--- src/rtl/audio_pkg.sv ---
// Shared types and helpers for the audio decimator / DC blocker.
package audio_pkg;

    localparam int unsigned DATA_WIDTH_DEF = 12;

    typedef enum logic {
        SEED = 1'b0,
        RUN  = 1'b1
    } dc_state_e;

    // Clamp a signed value to the range of a w-bit two's complement number.
    function automatic int saturate(input int d, input int unsigned w);
        int hi;
        int lo;
        hi = (1 << (w - 1)) - 1;
        lo = -(1 << (w - 1));
        if (d > hi) begin
            return hi;
        end else if (d < lo) begin
            return lo;
        end
        return d;
    endfunction

endpackage

--- src/rtl/audio_decim_dcblock_if.sv ---
// Sample bus between the ADC capture side and the audio conditioner.
// clip_flag exists only when AUDIO_CLIP_DETECT_EN is defined.
interface audio_decim_dcblock_if #(
    parameter int unsigned DATA_WIDTH = audio_pkg::DATA_WIDTH_DEF
);
    logic        [DATA_WIDTH-1:0] ad_data;
    logic                         in_valid;
    logic signed [DATA_WIDTH-1:0] out_data;
    logic                         out_valid;
    logic signed [DATA_WIDTH-1:0] dc_level;
`ifdef AUDIO_CLIP_DETECT_EN
    logic                         clip_flag;

    modport master (output ad_data, in_valid,
                    input  out_data, out_valid, dc_level, clip_flag);
    modport slave  (input  ad_data, in_valid,
                    output out_data, out_valid, dc_level, clip_flag);
`else
    modport master (output ad_data, in_valid,
                    input  out_data, out_valid, dc_level);
    modport slave  (input  ad_data, in_valid,
                    output out_data, out_valid, dc_level);
`endif
endinterface

--- src/rtl/dc_tracker.sv ---
// Leaky DC tracker: seeds on the first average, then subtracts and tracks DC.
// Clip reporting is present only when AUDIO_CLIP_DETECT_EN is defined.
module dc_tracker
    import audio_pkg::*;
#(
    parameter int unsigned DATA_WIDTH = DATA_WIDTH_DEF,
    parameter int unsigned DC_SHIFT   = 10
) (
    input  logic                         clk_in,
    input  logic                         rst_n,
    input  logic                         avg_valid,
    input  logic signed [DATA_WIDTH-1:0] avg,
`ifdef AUDIO_CLIP_DETECT_EN
    input  logic                         clip_blk,
    output logic                         clip_flag,
`endif
    output logic signed [DATA_WIDTH-1:0] out_data,
    output logic                         out_valid,
    output logic signed [DATA_WIDTH-1:0] dc_level
);

    localparam int unsigned DC_W = DATA_WIDTH + DC_SHIFT + 1;
    localparam int unsigned D_W  = DATA_WIDTH + 1;

    dc_state_e                    state;
    dc_state_e                    state_nxt;
    logic signed [DC_W-1:0]       dc_acc;
    logic signed [DC_W-1:0]       dc_acc_nxt;
    logic signed [D_W-1:0]        d_c;
    int                           sat_c;
    logic signed [DATA_WIDTH-1:0] out_nxt;
    logic                         valid_nxt;
`ifdef AUDIO_CLIP_DETECT_EN
    logic                         sat_hit_c;
    logic                         clip_nxt;
`endif

    // dc_level always equals dc_acc >>> DC_SHIFT, so it serves as the estimate.
    assign d_c = D_W'(avg) - D_W'(dc_level);

    always_comb begin
        sat_c = saturate(32'(d_c), DATA_WIDTH);
    end

`ifdef AUDIO_CLIP_DETECT_EN
    assign sat_hit_c = (sat_c != 32'(d_c));
`endif

    always_ff @(posedge clk_in or negedge rst_n) begin
        if (!rst_n) begin
            state     <= SEED;
            dc_acc    <= '0;
            dc_level  <= '0;
            out_data  <= '0;
            out_valid <= 1'b0;
`ifdef AUDIO_CLIP_DETECT_EN
            clip_flag <= 1'b0;
`endif
        end else begin
            state     <= state_nxt;
            dc_acc    <= dc_acc_nxt;
            dc_level  <= DATA_WIDTH'(dc_acc_nxt >>> DC_SHIFT);
            out_data  <= out_nxt;
            out_valid <= valid_nxt;
`ifdef AUDIO_CLIP_DETECT_EN
            clip_flag <= clip_nxt;
`endif
        end
    end

    always_comb begin
        state_nxt  = state;
        dc_acc_nxt = dc_acc;
        out_nxt    = out_data;
        valid_nxt  = 1'b0;
`ifdef AUDIO_CLIP_DETECT_EN
        clip_nxt   = 1'b0;
`endif
        if (avg_valid) begin
            valid_nxt = 1'b1;
            case (state)
                SEED: begin
                    dc_acc_nxt = DC_W'(avg) <<< DC_SHIFT;
                    out_nxt    = '0;
                    state_nxt  = RUN;
`ifdef AUDIO_CLIP_DETECT_EN
                    clip_nxt   = clip_blk;
`endif
                end
                RUN: begin
                    // Tracker integrates the unsaturated difference.
                    dc_acc_nxt = dc_acc + DC_W'(d_c);
                    out_nxt    = DATA_WIDTH'(sat_c);
`ifdef AUDIO_CLIP_DETECT_EN
                    clip_nxt   = clip_blk | sat_hit_c;
`endif
                end
                default: state_nxt = SEED;
            endcase
        end
    end

endmodule

--- src/rtl/audio_decim_dcblock.sv ---
// ADC code conversion, boxcar decimation and DC removal for the audio path.
// Optional clip detection is enabled by defining AUDIO_CLIP_DETECT_EN.
module audio_decim_dcblock
    import audio_pkg::*;
#(
    parameter int unsigned DATA_WIDTH = DATA_WIDTH_DEF,
    parameter int unsigned DECIM_LOG2 = 8,
    parameter int unsigned DC_SHIFT   = 10
) (
    input  logic                  clk_in,
    input  logic                  rst_n,
    audio_decim_dcblock_if.slave  bus
);

    localparam int unsigned ACC_W = DATA_WIDTH + DECIM_LOG2;

    logic signed [DATA_WIDTH-1:0] x;
    logic signed [ACC_W-1:0]      acc;
    logic signed [ACC_W-1:0]      acc_sum;
    logic        [DECIM_LOG2-1:0] cnt;
    logic                         last_c;
    logic signed [DATA_WIDTH-1:0] avg;
    logic                         avg_valid;

    // Offset binary to two's complement: flip the MSB.
    assign x       = {~bus.ad_data[DATA_WIDTH-1], bus.ad_data[DATA_WIDTH-2:0]};
    assign acc_sum = acc + ACC_W'(x);
    assign last_c  = bus.in_valid && (cnt == '1);

    // Accumulate-and-dump; the completing sample is folded into the dump.
    always_ff @(posedge clk_in or negedge rst_n) begin
        if (!rst_n) begin
            acc       <= '0;
            cnt       <= '0;
            avg       <= '0;
            avg_valid <= 1'b0;
        end else begin
            avg_valid <= last_c;
            if (last_c) begin
                acc <= '0;
                cnt <= '0;
                avg <= DATA_WIDTH'(acc_sum >>> DECIM_LOG2);
            end else if (bus.in_valid) begin
                acc <= acc_sum;
                cnt <= cnt + DECIM_LOG2'(1);
            end
        end
    end

`ifdef AUDIO_CLIP_DETECT_EN
    logic clip_in_c;
    logic clip_sticky;
    logic clip_blk;

    assign clip_in_c = bus.in_valid && ((&bus.ad_data) || ~(|bus.ad_data));

    // Sticky per block; handed to stage 2 alongside the block average.
    always_ff @(posedge clk_in or negedge rst_n) begin
        if (!rst_n) begin
            clip_sticky <= 1'b0;
            clip_blk    <= 1'b0;
        end else if (last_c) begin
            clip_blk    <= clip_sticky | clip_in_c;
            clip_sticky <= 1'b0;
        end else if (clip_in_c) begin
            clip_sticky <= 1'b1;
        end
    end
`endif

    dc_tracker #(
        .DATA_WIDTH (DATA_WIDTH),
        .DC_SHIFT   (DC_SHIFT)
    ) u_dc_tracker (
        .clk_in    (clk_in),
        .rst_n     (rst_n),
        .avg_valid (avg_valid),
        .avg       (avg),
`ifdef AUDIO_CLIP_DETECT_EN
        .clip_blk  (clip_blk),
        .clip_flag (bus.clip_flag),
`endif
        .out_data  (bus.out_data),
        .out_valid (bus.out_valid),
        .dc_level  (bus.dc_level)
    );

endmodule

--- src/flat_wrapper.sv ---
// flat-port wrapper written by rule: the top's interface ports become plain ports
module audio_decim_dcblock_flat import audio_pkg::*;
#(
    parameter int unsigned DATA_WIDTH = DATA_WIDTH_DEF,
    parameter int unsigned DECIM_LOG2 = 8,
    parameter int unsigned DC_SHIFT   = 10
)
  (clk_in, rst_n, bus_ad_data, bus_in_valid, bus_out_data, bus_out_valid, bus_dc_level);
  audio_decim_dcblock_if #(.DATA_WIDTH(DATA_WIDTH)) bus_i ();
  input  logic clk_in;
  input  logic rst_n;
  input wire logic [$bits(bus_i.ad_data)-1:0] bus_ad_data;
  input wire logic [$bits(bus_i.in_valid)-1:0] bus_in_valid;
  output wire logic [$bits(bus_i.out_data)-1:0] bus_out_data;
  output wire logic [$bits(bus_i.out_valid)-1:0] bus_out_valid;
  output wire logic [$bits(bus_i.dc_level)-1:0] bus_dc_level;
  assign bus_i.ad_data = bus_ad_data;
  assign bus_i.in_valid = bus_in_valid;
  assign bus_out_data = bus_i.out_data;
  assign bus_out_valid = bus_i.out_valid;
  assign bus_dc_level = bus_i.dc_level;
  audio_decim_dcblock #(.DATA_WIDTH(DATA_WIDTH), .DECIM_LOG2(DECIM_LOG2), .DC_SHIFT(DC_SHIFT)) u_core (.clk_in(clk_in), .rst_n(rst_n), .bus(bus_i));
endmodule
--- config.mk ---
export PLATFORM = sky130hd
export DESIGN_NAME = audio_decim_dcblock_flat
export DESIGN_NICKNAME = d
export VERILOG_FILES = /design/src/rtl/audio_pkg.sv /design/src/rtl/audio_decim_dcblock_if.sv /design/src/rtl/dc_tracker.sv /design/src/rtl/audio_decim_dcblock.sv /design/src/flat_wrapper.sv
export SDC_FILE = /design/constraint.sdc
export NUM_CORES = 1
export LEC_CHECK = 0
export BUFFER_PORTS_ARGS = -buffer_cell sky130_fd_sc_hd__buf_2
export CORE_UTILIZATION = 65
export DETAILED_ROUTE_END_ITERATION = 16
export PLACE_DENSITY = 0.85
export SKIP_LAST_GASP = 1
export SLEW_MARGIN = 20
export SYNTH_ARGS = -nofsm -noshare
export SYNTH_HDL_FRONTEND = slang
export SYNTH_HIERARCHICAL = 1
export SYNTH_SLANG_ARGS = --single-unit
--- constraint.sdc ---
create_clock -name clk_in -period 9.9 [get_ports clk_in]
set_clock_uncertainty 0.1 [all_clocks]
set_input_delay 0.495 -clock clk_in [delete_from_list [all_inputs] [get_ports clk_in]]
set_output_delay 0.495 -clock clk_in [all_outputs]
set_load 0.02 [all_outputs]
==> run metrics, run 1 <==
ys async rst share 1.000; RSZ-0062 raised after global routing false; Post-synth top cells dfrtp_1 (77), inv_1 (70), ha_1 (54); critical path class flop to flop; TritonCTS clock tree built; post-placement cell count 789; Via Count a little under 5000; area grow syn2layout 5.742%; CP top delay family compound AO/OA/AOI/OAI gates; # IOs 40; later-pin clock latency in the skew report between 0.3 and 0.4 ns; ranking of synthesized cells by area dfrtp_1 (33%), ha_1 (11%), inv_1 (4.5%); drt pass-1 iters 5; PwrDens 180.5 mW/mm2; vias in the first global route ~4800; CP peak stage delay 0.72 ns; yosys warns 6; hold crit path type input port to async pin; Worst Reg-to-Reg Cells 20; Clock Sink Count 77; Core ar. 0.008721 mm2; number of max-cap violations 0; number of DRC markers in iteration 0 243; run status complete, no violations; hold bufs inserted after CTS 0; average size of a mapped cell 8.690 um2; number of synthesized flops with an enable pin 0; post-route ant nets 0; die boundary height 97.14 um; cell with the most instances after synthesis dfrtp_1; crit path buf inv count 1; DRC violations left 0; post-synth top area share 0.3275; Max IR drop VDD 146.5 uV; largest net degree at the start of global routing 78; Clock transition at path regs 0.10 ns; CTS H-tree lvls 3; flops & latches, synth 77; Final Hold Fails 0; stages on the worst setup path 20; drt via density 6.106; Routed WL 13320 um; cell taking the most area after synthesis dfrtp_1; slowest cell on the critical path a21oi_2; Final nets 764; count of pins over their slew limit 0; Avg WL per Cell approximately 17 um; number of setup violations in the final report 0; fraction of layout cells with a size suffix above 1 0.1349; CTS Root Buffer Type clkbuf_8; post-synthesis cell count slightly below 700; final setup TNS 0 ns; period utilization 0.4822; GRT Total Usage 0.2955; CTS Buffer Depth 2; CP max FO 17; worst endpoint required time between 10 and 15 ns; syn nets 749; crit end category flop; Initial Util 0.6746; CP Cell Sequence inv_1, ha_1, fa_1, nor2b_1, o21ai_0, a21boi_0, o21a_1, o21ai_0, a21oi_1, a21oi_2, ha_1, o21ai_0, nand2b_1, a21o_2, a21o_2, a21o_1, o211ai_2, a21oi_1, nor4_1, nand3b_1; worst hold margin 0.1481 ns; die area 0.009435 mm2; Die Span X 97.14 um; Post-CTS Resized 0; worst slew pin tran 0.9769 ns; ant diodes 0; Crit path top cell by count o21ai_0; cell area after synthesis 0.005883 mm2; post-layout minimum cycle time 4.773 ns; I/O Buffers 39; first-pass GRT wire length 22600 um; Lkg Pwr 3.018 nW; Worst Path Arrival 4.98 ns; filler-free cell count of the finished design 805; initial antenna violation count 0; placement row count 34; number of buffers created by CTS 9; Peak Freq 209.5 MHz; ys flop type dfrtp_1; Final HPWL DP approximately 10000 um; Synth cell types 69; grt total ovfl 0; slew margin rel. 0.3487; Seq/Total Area, Yosys 0.3275; gpl congestion 0.9445; final core utilization 0.7133; Post-CTS Setup Bufs 0; Worst setup SP type flop; fill count 681
[final cells by class]
cell class,instances,area [um2],area share
Timing Repair Buffer,41,212.7,0.03419
Clock buffer,9,123.9,0.01991
Tap cell,108,135.1,0.02172
Sequential cell,77,1928,0.3099
Clock inverter,7,86.33,0.01388
Multi-Input combinational cell,493,3472,0.5581
Inverter,70,262.8,0.04224
[registers in the layout (all words and copies together) (netlist names)]
register / flops
u_core/avg: 12
u_core/u_dc_tracker/state: 1
u_core/u_dc_tracker/out_data: 12
u_core/u_dc_tracker/out_valid: 1
u_core/avg_valid: 1
u_core/u_dc_tracker/dc_acc: 22
u_core/acc: 20
u_core/cnt: 8
[layout by cell type, fill, tap and decap left out, drive strengths merged, types with 12 or more instances in the layout]
cell type,count
nand2,48
o22ai,30
o21ai,47
nand3,24
buf,41
nor3,12
ha,54
xnor2,24
dfrtp,77
a21o,19
a21oi,39
xor2,14
nor2,53
inv,75
[path summary, 6_finish.rpt]
path | to | slack, ns | startpoint
max reg2reg | u_core/u_dc_tracker/dc_acc[21] | 5.13 | u_core/avg[0]
max | u_core/u_dc_tracker/dc_acc[21] | 5.13 | u_core/avg[0]
max in group asynchronous | u_core/avg_valid | 8.86 | rst_n
min in group clk_in | u_core/acc[0] | 0.38 | bus_ad_data[0]
min reg2reg | u_core/cnt[7] | 0.42 | u_core/cnt[7]
min | u_core/u_dc_tracker/out_data[9] | 0.15 | rst_n
[stage by stage]
| step | worst slack, ns | total power [mW] | area, um2 |
|---|---|---|---|
| 2_1_floorplan | 5.831 | 0.7607 | 5883 |
| 3_3_place_gp | 5.499 | 0.8292 | 6011 |
| 3_5_place_dp | 5.272 | 0.8564 | 6011 |
| 4_1_cts | 5.212 | 1.120 | 6221 |
| 5_1_grt | 4.812 | 1.198 | 6221 |
| 6_report | 5.127 | 1.123 | 6221 |
[cells by family after synthesis]
family          Yosys count  share of synthesized area
compound gates          198                     0.2276
xor+xnor                 38                    0.05785
fa+ha+maj                61                     0.1319
buf+inv                 107                    0.08230
flops                    77                     0.3275
mux                       8                    0.01510
simple gates            188                     0.1578
[power by group]
group,switching [mW],internal (mW),leakage (nW),total [mW]
Combinational,0.266,0.191,1.89,0.457
Sequential,0.0372,0.366,1.03,0.403
Clock,0.140,0.123,0.105,0.263
[routing by layer]
metal / vias to the layer above / global-route usage / share of wire
met5: - / 0 / 0
met1: 2315 / 0.3769 / 0.43
met3: 32 / 0.03525 / 0.038
met4: 0 / 0.1171 / 0.025
li1: 2432 / - / -
met2: 136 / 0.5114 / 0.50
No activity file was read; power rests on OpenSTA's default activity.
==> run 2, diff against run 1 <==
Settings changed: CORE_UTILIZATION 65 to 62, PLACE_DENSITY 0.85 to 0.81.
Clock period 9.9 ns to 4.8 ns, I/O delays scaled along.
==> run 2 against run 1 <==
Net effect:
- non-clock buffer count up 2
- worst hold slack better by 0.0015 ns
- flip-flop and latch count unchanged
- via count up 1.1%
- first-iteration DRC count up 6.6%
- global-route usage down 2.3 points
- cell area about the same
- sequential share of layout area about the same
- largest cell class unchanged
==> run metrics, run 2 (synthesis gave the netlist of run 1 again) <==
crit end category flop; Core ar. 0.009196 mm2; number of DRC markers in iteration 0 ~260; max reg flops 22; R2R Path End u_core/u_dc_tracker/dc_acc[17]; hold depth 4; # IOs 40; die area 0.009882 mm2; Largest Register u_core/u_dc_tracker/dc_acc; Die Span X 99.41 um; PwrDens 353.5 mW/mm2; Final Hold Fails 0; drt pass-1 iters 5; fraction of layout cells with a size suffix above 1 0.1390; number of setup violations in the final report 0; die boundary height 99.41 um; DRC violations left 0; count of pins over their slew limit 0; Worst Path Arrival 4.68 ns; CTS Root Buffer Type clkbuf_8; Finished Cell Area about 0.0062 mm2; placement row count 35; number of buffers created by CTS 9; Via Count a little under 5000; later-pin clock latency in the skew report 0.35 ns; largest registers u_core/u_dc_tracker/dc_acc (22), u_core/acc (20); most frequent cells in the layout dfrtp_1 (76), inv_1 (70), ha_1 (54); Peak Freq 219.9 MHz; CTS H-tree lvls 3; Worst setup SP type flop; Initial Util 0.6397; run status complete, no violations; Final nets 766; period utilization 0.9473; worst slew pin tran 0.9755 ns; slew margin rel. 0.3497; number of max-cap violations 0; post-route ant nets 0; first-pass GRT wire length 21610 um; Crit path top cell by count a21oi_1; Final HPWL DP 9414 um; CP endpoint u_core/u_dc_tracker/dc_acc[17]; post-layout minimum cycle time ~4.5 ns; grt total ovfl 0; most common cell after layout, fill and taps aside dfrtp_1; CP Cell Sequence ha_1, fa_1, nor2b_1, o21ai_0, a21boi_1, o21a_1, o21ai_0, a21oi_1, a21oi_1, xnor2_1, ha_1, nand2_1, nor2_1, a21oi_2, nand2_1, nor2_2, o31ai_4, o31ai_1, xor2_1, a21oi_1, mux2_2; Clock transition at path regs around 0.080 ns; Worst Setup SP u_core/u_dc_tracker/dc_acc[10]; I/O Buffers 39; worst hold margin 0.1497 ns; initial antenna violation count 0; Max IR drop VDD approximately 320 uV; worst endpoint required time 4.93 ns; Avg WL per Cell between 15 and 20 um; TritonCTS clock tree built; critical path class flop to flop; CP max FO 4; Multi-input gate area 0.003501 mm2; gpl congestion 0.9508; Lkg Pwr 2.999 nW; ant diodes 0; fill count 745; CTS Buffer Depth 2; R2R setup slack 0.25 ns; Reg area 0.001928 mm2; area grow syn2layout 5.827%; Routed WL 12850 um; Cell Area, Placed between 0.006 and 0.007 mm2; vias in the first global route 4774; drt via density ~6.1; CP peak stage delay 0.43 ns; Min-Delay Startpoint bus_ad_data[0]; Critical R2R Launch u_core/u_dc_tracker/dc_acc[10]; hold crit path type input port to flop; GRT Total Usage 0.2723; largest net degree at the start of global routing 78; Worst Reg-to-Reg Cells 21; RSZ-0062 raised after global routing true; slowest cell on the critical path dfrtp_1; Clock Sink Count 77
-- run 2: repair_timing --
action	4_1_cts	5_1_grt
buffers inserted	0	0
endpoints found under the setup margin	0	7
gates resized for setup	0	6
hold buffers	1	0
hold endpoints to repair	77	0
-- run 2: worst min path at each step --
stage,end,slack [ns]
CTS,u_core/acc[0],0.14
detailed placement,u_core/u_dc_tracker/out_data[7],0.36
global placement,u_core/u_dc_tracker/out_data[7],0.36
global route,u_core/acc[0],0.18
floorplan,u_core/acc[0],-0.16
finish,u_core/acc[0],0.15
-- run 2: layer usage --
| metal | share of wire | vias up | routed length, um | track usage |
|---|---|---|---|---|
| li1 | - | 2425 | - | - |
| met1 | 0.44 | 2382 | 5645 | 0.3490 |
| met2 | 0.50 | 140 | 6372 | 0.4722 |
| met3 | 0.048 | 21 | 619 | 0.03935 |
| met4 | 0.016 | 0 | 209 | 0.09389 |
| met5 | 0 | - | 0 | 0 |
-- run 2: worst max-delay path: cells and delay by family (launching register included) --
family	cells	cell delay (ns)
fa+ha+maj	3	0.95
flops	1	0.43
compound gates	10	1.65
xor+xnor	2	0.40
mux	1	0.29
simple gates	5	0.61
-- run 2: power by group --
part / internal [mW] / switching [mW]
sequential: 0.756 / 0.0717
combinational: 0.393 / 0.545
clock: 0.187 / 0.248
-- run 2: cell type report --
class | instances | share of cell area
clock buffer | 10 | 0.02050
clock inverter | 5 | 0.006029
inverter | 70 | 0.04220
multi-input combinational | 493 | 0.5623
sequential | 77 | 0.3097
tap | 111 | 0.02231
timing repair buffer | 43 | 0.03698
-- run 2: per-stage QoR --
| stage | setup TNS [ns] | std cells | utilization | setup WS, ns | total power, mW |
|---|---|---|---|---|---|
| floorplan | 0 | 677 | - | 0.7306 | 1.569 |
| global placement | 0 | 793 | 0.6548 | 0.4482 | 1.712 |
| detailed placement | 0 | 793 | 0.6548 | 0.2266 | 1.760 |
| CTS | 0 | 809 | 0.6739 | 0.1860 | 2.202 |
| global route | -0.04624 | 809 | 0.6770 | -0.04624 | 2.364 |
| finish | 0 | 809 | 0.6770 | 0.2529 | 2.201 |
